`src/rtl/pattern_loader_if.sv`:
```
// Grid initial-configuration write bundle shared by the preset loader and its user.
// Inputs: load request, pattern index, game-running flag; outputs: target cell
// address, write strobe, written value, busy and done status.
interface pattern_loader_if;
    logic       load;
    logic [1:0] pattern_sel;
    logic       enable_update;
    logic [7:0] row_select;
    logic [7:0] col_select;
    logic       set_initial;
    logic       cell_state;
    logic       busy;
    logic       done;

    // master: the loader (drives the grid write port)
    modport master (
        input  load, pattern_sel, enable_update,
        output row_select, col_select, set_initial, cell_state, busy, done
    );

    // slave: the requester / grid side
    modport slave (
        output load, pattern_sel, enable_update,
        input  row_select, col_select, set_initial, cell_state, busy, done
    );
endinterface

```
`src/rtl/pattern_loader.sv`:
```
// Preset-pattern loader: on a load rising edge clears all 256 grid cells, then
// writes one of four seed patterns one cell per clock, ending with a done pulse.
// Ports: clk (slow game clock), reset (async active-low), bus (pattern_loader_if.master).
module pattern_loader #(
    parameter int unsigned ORIGIN_ROW = 6,
    parameter int unsigned ORIGIN_COL = 6
) (
    input  logic              clk,
    input  logic              reset,
    pattern_loader_if.master  bus
);

    typedef enum logic [1:0] {S_IDLE, S_CLEAR, S_WRITE, S_DONE} state_t;

    localparam logic [3:0] ORG_R = 4'(ORIGIN_ROW);
    localparam logic [3:0] ORG_C = 4'(ORIGIN_COL);

    state_t     state_q, state_d;
    logic [7:0] idx_q, idx_d;
    logic [1:0] pat_q, pat_d;
    logic       load_q;
    logic       start;
    logic [3:0] row_q, row_d;
    logic [3:0] col_q, col_d;
    logic       set_q, set_d;
    logic       cell_q, cell_d;
    logic       busy_q, busy_d;
    logic       done_q, done_d;
    logic [3:0] off;

    // Number of live cells in each seed pattern.
    function automatic logic [2:0] pat_len(input logic [1:0] p);
        case (p)
            2'd0:    pat_len = 3'd3;  // blinker
            2'd1:    pat_len = 3'd5;  // glider
            2'd2:    pat_len = 3'd4;  // block
            default: pat_len = 3'd6;  // toad
        endcase
    endfunction

    // Offset {dr[1:0], dc[1:0]} of cell i of pattern p, in issue order.
    function automatic logic [3:0] pat_off(input logic [1:0] p, input logic [2:0] i);
        case ({p, i})
            {2'd0, 3'd0}: pat_off = 4'b00_00;
            {2'd0, 3'd1}: pat_off = 4'b00_01;
            {2'd0, 3'd2}: pat_off = 4'b00_10;
            {2'd1, 3'd0}: pat_off = 4'b00_01;
            {2'd1, 3'd1}: pat_off = 4'b01_10;
            {2'd1, 3'd2}: pat_off = 4'b10_00;
            {2'd1, 3'd3}: pat_off = 4'b10_01;
            {2'd1, 3'd4}: pat_off = 4'b10_10;
            {2'd2, 3'd0}: pat_off = 4'b00_00;
            {2'd2, 3'd1}: pat_off = 4'b00_01;
            {2'd2, 3'd2}: pat_off = 4'b01_00;
            {2'd2, 3'd3}: pat_off = 4'b01_01;
            {2'd3, 3'd0}: pat_off = 4'b00_01;
            {2'd3, 3'd1}: pat_off = 4'b00_10;
            {2'd3, 3'd2}: pat_off = 4'b00_11;
            {2'd3, 3'd3}: pat_off = 4'b01_00;
            {2'd3, 3'd4}: pat_off = 4'b01_01;
            {2'd3, 3'd5}: pat_off = 4'b01_10;
            default:      pat_off = 4'b00_00;
        endcase
    endfunction

    // load_q resets to 0, so a load held high across reset release starts once.
    assign start = bus.load & ~load_q;

    // State and output registers.
    always_ff @(posedge clk or negedge reset) begin
        if (!reset) begin
            state_q <= S_IDLE;
            idx_q   <= 8'd0;
            pat_q   <= 2'd0;
            load_q  <= 1'b0;
            row_q   <= 4'd0;
            col_q   <= 4'd0;
            set_q   <= 1'b0;
            cell_q  <= 1'b0;
            busy_q  <= 1'b0;
            done_q  <= 1'b0;
        end else begin
            state_q <= state_d;
            idx_q   <= idx_d;
            pat_q   <= pat_d;
            load_q  <= bus.load;
            row_q   <= row_d;
            col_q   <= col_d;
            set_q   <= set_d;
            cell_q  <= cell_d;
            busy_q  <= busy_d;
            done_q  <= done_d;
        end
    end

    // Next state. idx counts clear cells (0..255) in CLEAR, pattern cells in WRITE.
    always_comb begin
        state_d = state_q;
        idx_d   = idx_q;
        pat_d   = pat_q;
        case (state_q)
            S_IDLE: begin
                if (start && !bus.enable_update) begin
                    state_d = S_CLEAR;
                    idx_d   = 8'd0;
                    pat_d   = bus.pattern_sel;
                end
            end
            S_CLEAR: begin
                if (bus.enable_update) begin
                    state_d = S_IDLE;
                    idx_d   = 8'd0;
                end else if (idx_q == 8'd255) begin
                    state_d = S_WRITE;
                    idx_d   = 8'd0;
                end else begin
                    idx_d = idx_q + 8'd1;
                end
            end
            S_WRITE: begin
                if (bus.enable_update) begin
                    state_d = S_IDLE;
                    idx_d   = 8'd0;
                end else if (idx_q == {5'd0, pat_len(pat_q) - 3'd1}) begin
                    state_d = S_DONE;
                    idx_d   = 8'd0;
                end else begin
                    idx_d = idx_q + 8'd1;
                end
            end
            default: begin
                state_d = S_IDLE;
                idx_d   = 8'd0;
            end
        endcase
    end

    // Outputs are decoded from the next state so that the registered strobe for
    // a cell appears in the same cycle the FSM occupies that cell.
    always_comb begin
        row_d  = row_q;
        col_d  = col_q;
        set_d  = 1'b0;
        cell_d = 1'b0;
        busy_d = 1'b0;
        done_d = 1'b0;
        off    = pat_off(pat_d, idx_d[2:0]);
        case (state_d)
            S_CLEAR: begin
                set_d  = 1'b1;
                busy_d = 1'b1;
                row_d  = idx_d[7:4];
                col_d  = idx_d[3:0];
            end
            S_WRITE: begin
                set_d  = 1'b1;
                cell_d = 1'b1;
                busy_d = 1'b1;
                // 4-bit sums wrap the pattern around the torus edges.
                row_d  = ORG_R + {2'b00, off[3:2]};
                col_d  = ORG_C + {2'b00, off[1:0]};
            end
            S_DONE: begin
                done_d = 1'b1;
            end
            default: ;
        endcase
    end

    assign bus.row_select  = {4'd0, row_q};
    assign bus.col_select  = {4'd0, col_q};
    assign bus.set_initial = set_q;
    assign bus.cell_state  = cell_q;
    assign bus.busy        = busy_q;
    assign bus.done        = done_q;

endmodule

```
`src/flat_wrapper.sv`:
```
// flat-port wrapper written by rule: the top's interface ports become plain ports
module pattern_loader_flat 
#(
    parameter int unsigned ORIGIN_ROW = 6,
    parameter int unsigned ORIGIN_COL = 6
)
  (clk, reset, bus_load, bus_pattern_sel, bus_enable_update, bus_row_select, bus_col_select, bus_set_initial, bus_cell_state, bus_busy, bus_done);
  pattern_loader_if bus_i ();
  input  logic clk;
  input  logic reset;
  input wire logic [$bits(bus_i.load)-1:0] bus_load;
  input wire logic [$bits(bus_i.pattern_sel)-1:0] bus_pattern_sel;
  input wire logic [$bits(bus_i.enable_update)-1:0] bus_enable_update;
  output wire logic [$bits(bus_i.row_select)-1:0] bus_row_select;
  output wire logic [$bits(bus_i.col_select)-1:0] bus_col_select;
  output wire logic [$bits(bus_i.set_initial)-1:0] bus_set_initial;
  output wire logic [$bits(bus_i.cell_state)-1:0] bus_cell_state;
  output wire logic [$bits(bus_i.busy)-1:0] bus_busy;
  output wire logic [$bits(bus_i.done)-1:0] bus_done;
  assign bus_i.load = bus_load;
  assign bus_i.pattern_sel = bus_pattern_sel;
  assign bus_i.enable_update = bus_enable_update;
  assign bus_row_select = bus_i.row_select;
  assign bus_col_select = bus_i.col_select;
  assign bus_set_initial = bus_i.set_initial;
  assign bus_cell_state = bus_i.cell_state;
  assign bus_busy = bus_i.busy;
  assign bus_done = bus_i.done;
  pattern_loader #(.ORIGIN_ROW(ORIGIN_ROW), .ORIGIN_COL(ORIGIN_COL)) u_core (.clk(clk), .reset(reset), .bus(bus_i));
endmodule
```
`config.mk`:
```
export PLATFORM = sky130hd
export DESIGN_NAME = pattern_loader_flat
export DESIGN_NICKNAME = d
export VERILOG_FILES = /design/src/rtl/pattern_loader_if.sv /design/src/rtl/pattern_loader.sv /design/src/flat_wrapper.sv
export SDC_FILE = /design/constraint.sdc
export NUM_CORES = 1
export LEC_CHECK = 0
export ABC_CLOCK_PERIOD_IN_PS = 9900
export CAP_MARGIN = 20
export CELL_PAD_IN_SITES_DETAIL_PLACEMENT = 1
export CELL_PAD_IN_SITES_GLOBAL_PLACEMENT = 1
export CORE_ASPECT_RATIO = 0.75
export CORE_UTILIZATION = 44
export CTS_CLUSTER_DIAMETER = 30
export DETAILED_ROUTE_END_ITERATION = 7
export GPL_TIMING_DRIVEN = 0
export PLACE_DENSITY = 0.91
export SLEW_MARGIN = 15
export SYNTH_ARGS = -nofsm -noshare
export SYNTH_HDL_FRONTEND = slang
export SYNTH_SLANG_ARGS = --single-unit
```
`constraint.sdc`:
```
create_clock -name clk -period 9.9 [get_ports clk]
set_clock_uncertainty 0.05 [all_clocks]
set_input_delay 1.485 -clock clk [delete_from_list [all_inputs] [get_ports clk]]
set_output_delay 1.485 -clock clk [all_outputs]
set_load 0.02 [all_outputs]
```
==> results of run 1 <==
through the flow:
step | cells | instance area (µm²) | worst slack (ns) | utilization (%)
6_report | 280 | 2110 | 4.85 | 56.6
3_5_place_dp | 276 | 2040 | 4.71 | 54.7
5_1_grt | 280 | 2110 | 4.55 | 56.6
3_3_place_gp | 275 | 2010 | 4.69 | 54.0
4_1_cts | 280 | 2110 | 4.91 | 56.6
2_1_floorplan | 206 | 1780 | 5.75 | -
power breakdown:
part,total [mW],internal [mW],switching [mW]
Sequential,0.127,0.112,0.0150
Combinational,0.176,0.0718,0.104
Clock,0.0905,0.0542,0.0363
placed cells by master (no fill, tap or decap), types with 7 or more instances in the layout:
cell type	Yosys	final
nand2_1	13	13
conb_1	1	8
ha_1	9	9
nor2_1	11	11
inv_1	17	17
nand3_1	12	12
a21oi_1	7	7
dfrtp_1	24	24
buf_4	9	9
a31oi_1	7	7
clkdlybuf4s50_1	0	17
cell families after synthesis:
logic type,count (synthesis),synth area share (%)
AO/OA/AOI/OAI,62,27.6
XOR/XNOR,2,0.999
adder cells (fa/ha/maj),9,6.42
buffers and inverters,33,9.42
flip-flops,24,34.3
other,1,0.214
AND/OR/NAND/NOR,68,21.1
area by class of cell:
cell class | count | share of cell area [%]
inverters | 18 | 3.20
plain buffers | 15 | 4.62
flip-flops and latches | 24 | 28.4
clock inverters | 1 | 1.42
multi-input cells | 149 | 48.0
repair buffers | 18 | 9.35
well taps | 52 | 3.08
clock buffers | 3 | 1.95
sequential cells by signal, indices dropped and copies added, names as in the netlist:
name,count
u_core.bus.done,1
u_core.idx_q,8
u_core.row_q,4
u_core.load_q,1
u_core.bus.set_initial,1
u_core.state_q,2
u_core.bus.cell_state,1
u_core.pat_q,2
u_core.col_q,4
final timing paths:
kind	slack, ns	to	from
hold / removal	0.48	u_core.row_q[3]$_DFFE_PN0P_	u_core.row_q[3]$_DFFE_PN0P_
max in group asynchronous	7.79	u_core.col_q[0]$_DFFE_PN0P_	reset
setup / recovery	4.85	u_core.row_q[0]$_DFFE_PN0P_	bus_enable_update
min in group asynchronous	1.53	u_core.bus.done$_DFF_PN0_	reset
hold reg to reg	0.48	u_core.row_q[3]$_DFFE_PN0P_	u_core.row_q[3]$_DFFE_PN0P_
setup reg to reg	5.80	u_core.row_q[0]$_DFFE_PN0P_	u_core.idx_q[1]$_DFF_PN0_
per-layer routing:
layer  GRT usage [%]  vias up  part of all wire (%)
met3            4.85       12                   5.6
met5               0        -                     0
met1            39.2      849                    47
met2            42.6       65                    45
li1                -      785                     -
met4            8.09        0                   2.4
==> impl_results.md, run 1 <==
- Status: finished clean
- Synth Warn #: 0
- Bufs on Longest Clock Path: 2
- Clock transition at path regs: around 0.10 ns
- Top-count cell post-synth: dfrtp_1
- Flip-flop and latch area: 601 µm²
- Critical path depth: 10
- Mapped Cells: 199
- Synth-to-layout area growth: 20.6%
- Hold_buf cts: 0
- Worst skew pair latency: 0.27 ns
- Sink Count: 24
- Synth Cell Area: approximately 1800 µm²
- Worst Setup Path Type: in2reg
- Final WL: 5220 µm
- 1st-pass router iterations: 5
- Nature of the critical path endpoint: register
- Vias in the first global route: 1781
- Resized cells post-CTS: 0
- R2R cell count: 12
- Drt wl/cell: between 15 and 20 µm
- RSZ-0062 raised after global routing: false
- DIE WIDTH: roughly 75 µm
- Crit-path max FO: 8
- Post-route setup TNS: 0 ns
- IO Pins: 26
- Mean Syn Cell Area: 8.81 µm²
- Top cells by area, synth: dfrtp_1, ha_1, buf_4
- Post-DRT Antenna Nets: 0
- Worst path bufs/invs: 2
- Initial Util: 47.0%
- Fraction of layout cells with a size suffix above 1: 11.0%
- Via Count: between 1500 and 2000
- Rows: 19
- Largest net degree at the start of global routing: 16
- Max incr delay on CP: ~0.79 ns
- DRC Markers: 0
- Antenna violations before repair: 0
- WP data required: 10.01 ns
- Footprint of the multi-input gates: 1010 µm²
- Pwr Total: 393 µW
- Ant diodes: 0
- RD Place Congestion: 0.864
- Critical Path Start Type: primary input
- Post-route minimum period: 5.05 ns
- First-pass GRT wire length: 8760 µm
- Total leakage power: 0.949 nW
- Starting DRC count in detailed routing: 132
- Synth area leader: dfrtp_1
- Final Max Slew Viols: 0
- Final Hold Vio Count: 0
- Number of synthesized flops with an enable pin: 0
- Crit-path cells: clkdlybuf4s50_1, nor3b_1, nor2_1, a22oi_1, inv_1, ha_1, a2111oi_0, a311oi_1, o2111ai_1, a31oi_1
- Fill cells: 452
- CTS tree: built
- Core area: 3730 µm²
- Max-cap viol count: 0
- IO Port Bufs: 17
- Die span in y: about 57 µm
- Top_reg_cell synth: dfrtp_1
- Top cell types by occurrence after synthesis: dfrtp_1, inv_1, nand2_1, nand3_1, nor2_1
- Nets: 244
- Die area: 4240 µm²
- Total gr overflow: 0
- Seq/Total Area, Yosys: 34.3%
- P per Cell Area: about 190 nW/µm²
- Slew headroom: 39.8%
- Final Cycle Share: 51.0%
- Depth of the worst hold-timing path: 1
- Synth top area share: 34.3%
- Worst Path Arrival: just over 5 ns
- DP HPWL: ~4000 µm
- Root Driver: clkbuf_8
- Final Setup Violations: 0
- Worst slew pin tran: 0.900 ns
- VDD IR max: 0.131 mV
- Hold_ws: between 0.4 and 0.5 ns
- H-tree Lvls: 1
- Setup bufs post-CTS: 0
- FFs w/ async S/R, synth: 100%
- Worst min path class: reg2reg
- Via/cell ratio: just over 6
- Synth cell types: 61
- #FFs+latches synth: 24
- Clock buffer count from CTS: 3
- Cell family with most CP delay: compound AO/OA/AOI/OAI gates
- Slowest-stage cell, CP: nor3b_1
- GRT Overall Usage: 27.6%
- F_max: 0.198 GHz
(Power assumes the default switching activity.)
==> run 2, diff against run 1 <==
Settings changed: ABC_CLOCK_PERIOD_IN_PS 9900 to 5100, CORE_UTILIZATION 44 to 41, PLACE_DENSITY 0.91 to 0.86.
Clock period 9.9 ns to 5.1 ns, I/O delays scaled along.
==> impl_results.md, run 2 (synthesis gave the netlist of run 1 again) <==
- Final Max Slew Viols: 0 (unchanged)
- Initial Util: 43.0% (-4.0 points)
- CTS tree: built
- R2R cell count: 12 (unchanged)
- Slew headroom: 36.0% (-3.8 points)
- Clock transition at path regs: 0.09 ns (about the same)
- Worst Path Arrival: 4.38 ns (-0.78 ns)
- Drt wl/cell: 17.6 µm (-5.7%)
- Total leakage power: 0.949 nW (unchanged)
- Clock buffer count from CTS: 3 (unchanged)
- Hold_buf cts: 0 (unchanged)
- Largest net degree at the start of global routing: 16 (unchanged)
- F_max: 0.234 GHz
- Sink Count: 24 (unchanged)
- Resized cells post-CTS: 0 (unchanged)
- Commonest non-fill, non-tap cell in the layout: dfrtp_1
- Starting DRC count in detailed routing: 113 (-14%)
- Post-route setup TNS: 0 ns (unchanged)
- Biggest regs: u_core.idx_q (8), u_core.col_q (4), u_core.row_q (4)
- Via Count: 1681 (-1.8%)
- Die span in y: 58.6 µm (+3.5%)
- Via/cell ratio: 5.94 (-2.8%)
- IO Port Bufs: 17 (unchanged)
- Core area: 4080 µm² (+9.3%)
- Status: finished clean
- Bufs on Longest Clock Path: 2 (unchanged)
- Final Cycle Share: a little over four fifths
- Slowest-stage cell, CP: nor3b_1
- Top reg by flops: u_core.idx_q
- Die area: 4540 µm² (+7.1%)
- Fill cells: 487 (+7.7%)
- Total gr overflow: 0 (unchanged)
- Final Hold Vio Count: 0 (unchanged)
- RSZ-0062 raised after global routing: false
- Final non-filler cell total: 283 (+1.1%)
- DRC Markers: 0 (unchanged)
- IO Pins: 26 (unchanged)
- First-pass GRT wire length: 8280 µm (-5.4%)
- Max incr delay on CP: 0.83 ns (+0.04 ns)
- Final Setup Violations: 0 (unchanged)
- Nets: 244 (unchanged)
- Vias in the first global route: 1603 (-10%)
- Max reg flops: 8 (unchanged)
- Cell family with most CP delay: compound AO/OA/AOI/OAI gates
- Root Driver: clkbuf_8
- Pwr Total: 761 µW (+93%)
- Nature of the critical path endpoint: register
- Final WL: 4970 µm (-4.7%)
- Rows: 20 (+1)
- WP data required: 5.21 ns (-4.80 ns)
- Worst skew pair latency: 0.28 ns (about the same)
- DP HPWL: 3900 µm (-1.2%)
- Setup bufs post-CTS: 0 (unchanged)
- Worst Setup Path Type: in2reg
- Dpl ws: 0.644 ns (-4.07 ns)
- P per Cell Area: 359 nW/µm² (+93%)
- RD Place Congestion: 0.875 (+1.3%)
- Crit-path max FO: 8 (unchanged)
- Fraction of layout cells with a size suffix above 1: 11.0% (unchanged)
- Synth-to-layout area growth: 20.8%
- DIE WIDTH: 77.5 µm (+3.5%)
- Worst path bufs/invs: 2 (unchanged)
- Post-DRT Antenna Nets: 0 (unchanged)
- H-tree Lvls: 1 (unchanged)
- Depth of the worst hold-timing path: 1 (unchanged)
- Critical Path Start Type: primary input
- GRT Overall Usage: 24.2% (-3.4 points)
- Max-cap viol count: 0 (unchanged)
- Worst min path class: reg2reg
- Crit-path cells: clkdlybuf4s50_1, nor3b_1, nor2_1, a22oi_1, inv_1, ha_1, a2111oi_0, a311oi_1, o2111ai_1, a31oi_1
- Dpl cells: 279 (+1.1%)
- Worst setup margin: 0.823 ns (-4.03 ns)
- 1st-pass router iterations: 4 (-1)
- Antenna violations before repair: 0 (unchanged)
- VDD IR max: 0.196 mV (+50%)
- Post-route minimum period: 4.28 ns
- Critical path depth: 10 (unchanged)
- Worst slew pin tran: 0.957 ns (+0.0571 ns)
- Ant diodes: 0 (unchanged)
- Most frequent cells in the layout: dfrtp_1, inv_1, clkdlybuf4s50_1
==> run 2: cell counts in the layout (fill, tap and decap cells not counted) <==
Identical to the previous run, type by type.
==> run 2: layout make-up <==
class | instances | area (µm²) | area share (%)
Multi-Input combinational cell | 149 | 1010 | 47.9
Sequential cell | 24 | 601 | 28.4
Timing Repair Buffer | 18 | 198 | 9.34
Buffer | 15 | 97.6 | 4.61
Tap cell | 55 | 68.8 | 3.25
Inverter | 18 | 67.6 | 3.19
Clock buffer | 3 | 41.3 | 1.95
Clock inverter | 1 | 30.0 | 1.42
==> run 2: path summary, 6_finish.rpt <==
kind / startpoint / end / slack, ns
hold / removal: u_core.row_q[3]$_DFFE_PN0P_ / u_core.row_q[3]$_DFFE_PN0P_ / 0.50
setup / recovery: bus_enable_update / u_core.row_q[0]$_DFFE_PN0P_ / 0.82
min in group asynchronous: reset / u_core.idx_q[0]$_DFF_PN0_ / 0.79
hold reg to reg: u_core.row_q[3]$_DFFE_PN0P_ / u_core.row_q[3]$_DFFE_PN0P_ / 0.50
max in group asynchronous: reset / u_core.row_q[0]$_DFFE_PN0P_ / 3.73
setup reg to reg: u_core.idx_q[1]$_DFF_PN0_ / u_core.row_q[0]$_DFFE_PN0P_ / 1.08
==> run 2: metal layers <==
metal | part of all wire [%] | vias up | global-route usage, %
li1 | - | 788 | -
met1 | 47 | 831 | 34.9
met2 | 45 | 54 | 37.3
met3 | 6.5 | 8 | 4.50
met4 | 1.4 | 0 | 6.47
met5 | 0 | - | 0
==> run 2: per-stage QoR <==
stage | instance area (µm²) | hold slack, ns | util (%)
2_1_floorplan | 1780 | 0.419 | -
3_3_place_gp | 2020 | 0.456 | 49.5
3_5_place_dp | 2050 | 0.463 | 50.2
4_1_cts | 2120 | 0.494 | 51.9
5_1_grt | 2120 | 0.514 | 51.9
6_report | 2120 | 0.497 | 51.9
==> run 2: power by group <==
group | internal (mW) | switching [mW] | total (mW)
clock network | 0.105 | 0.0718 | 0.177
registers | 0.217 | 0.0293 | 0.246
logic | 0.139 | 0.199 | 0.338
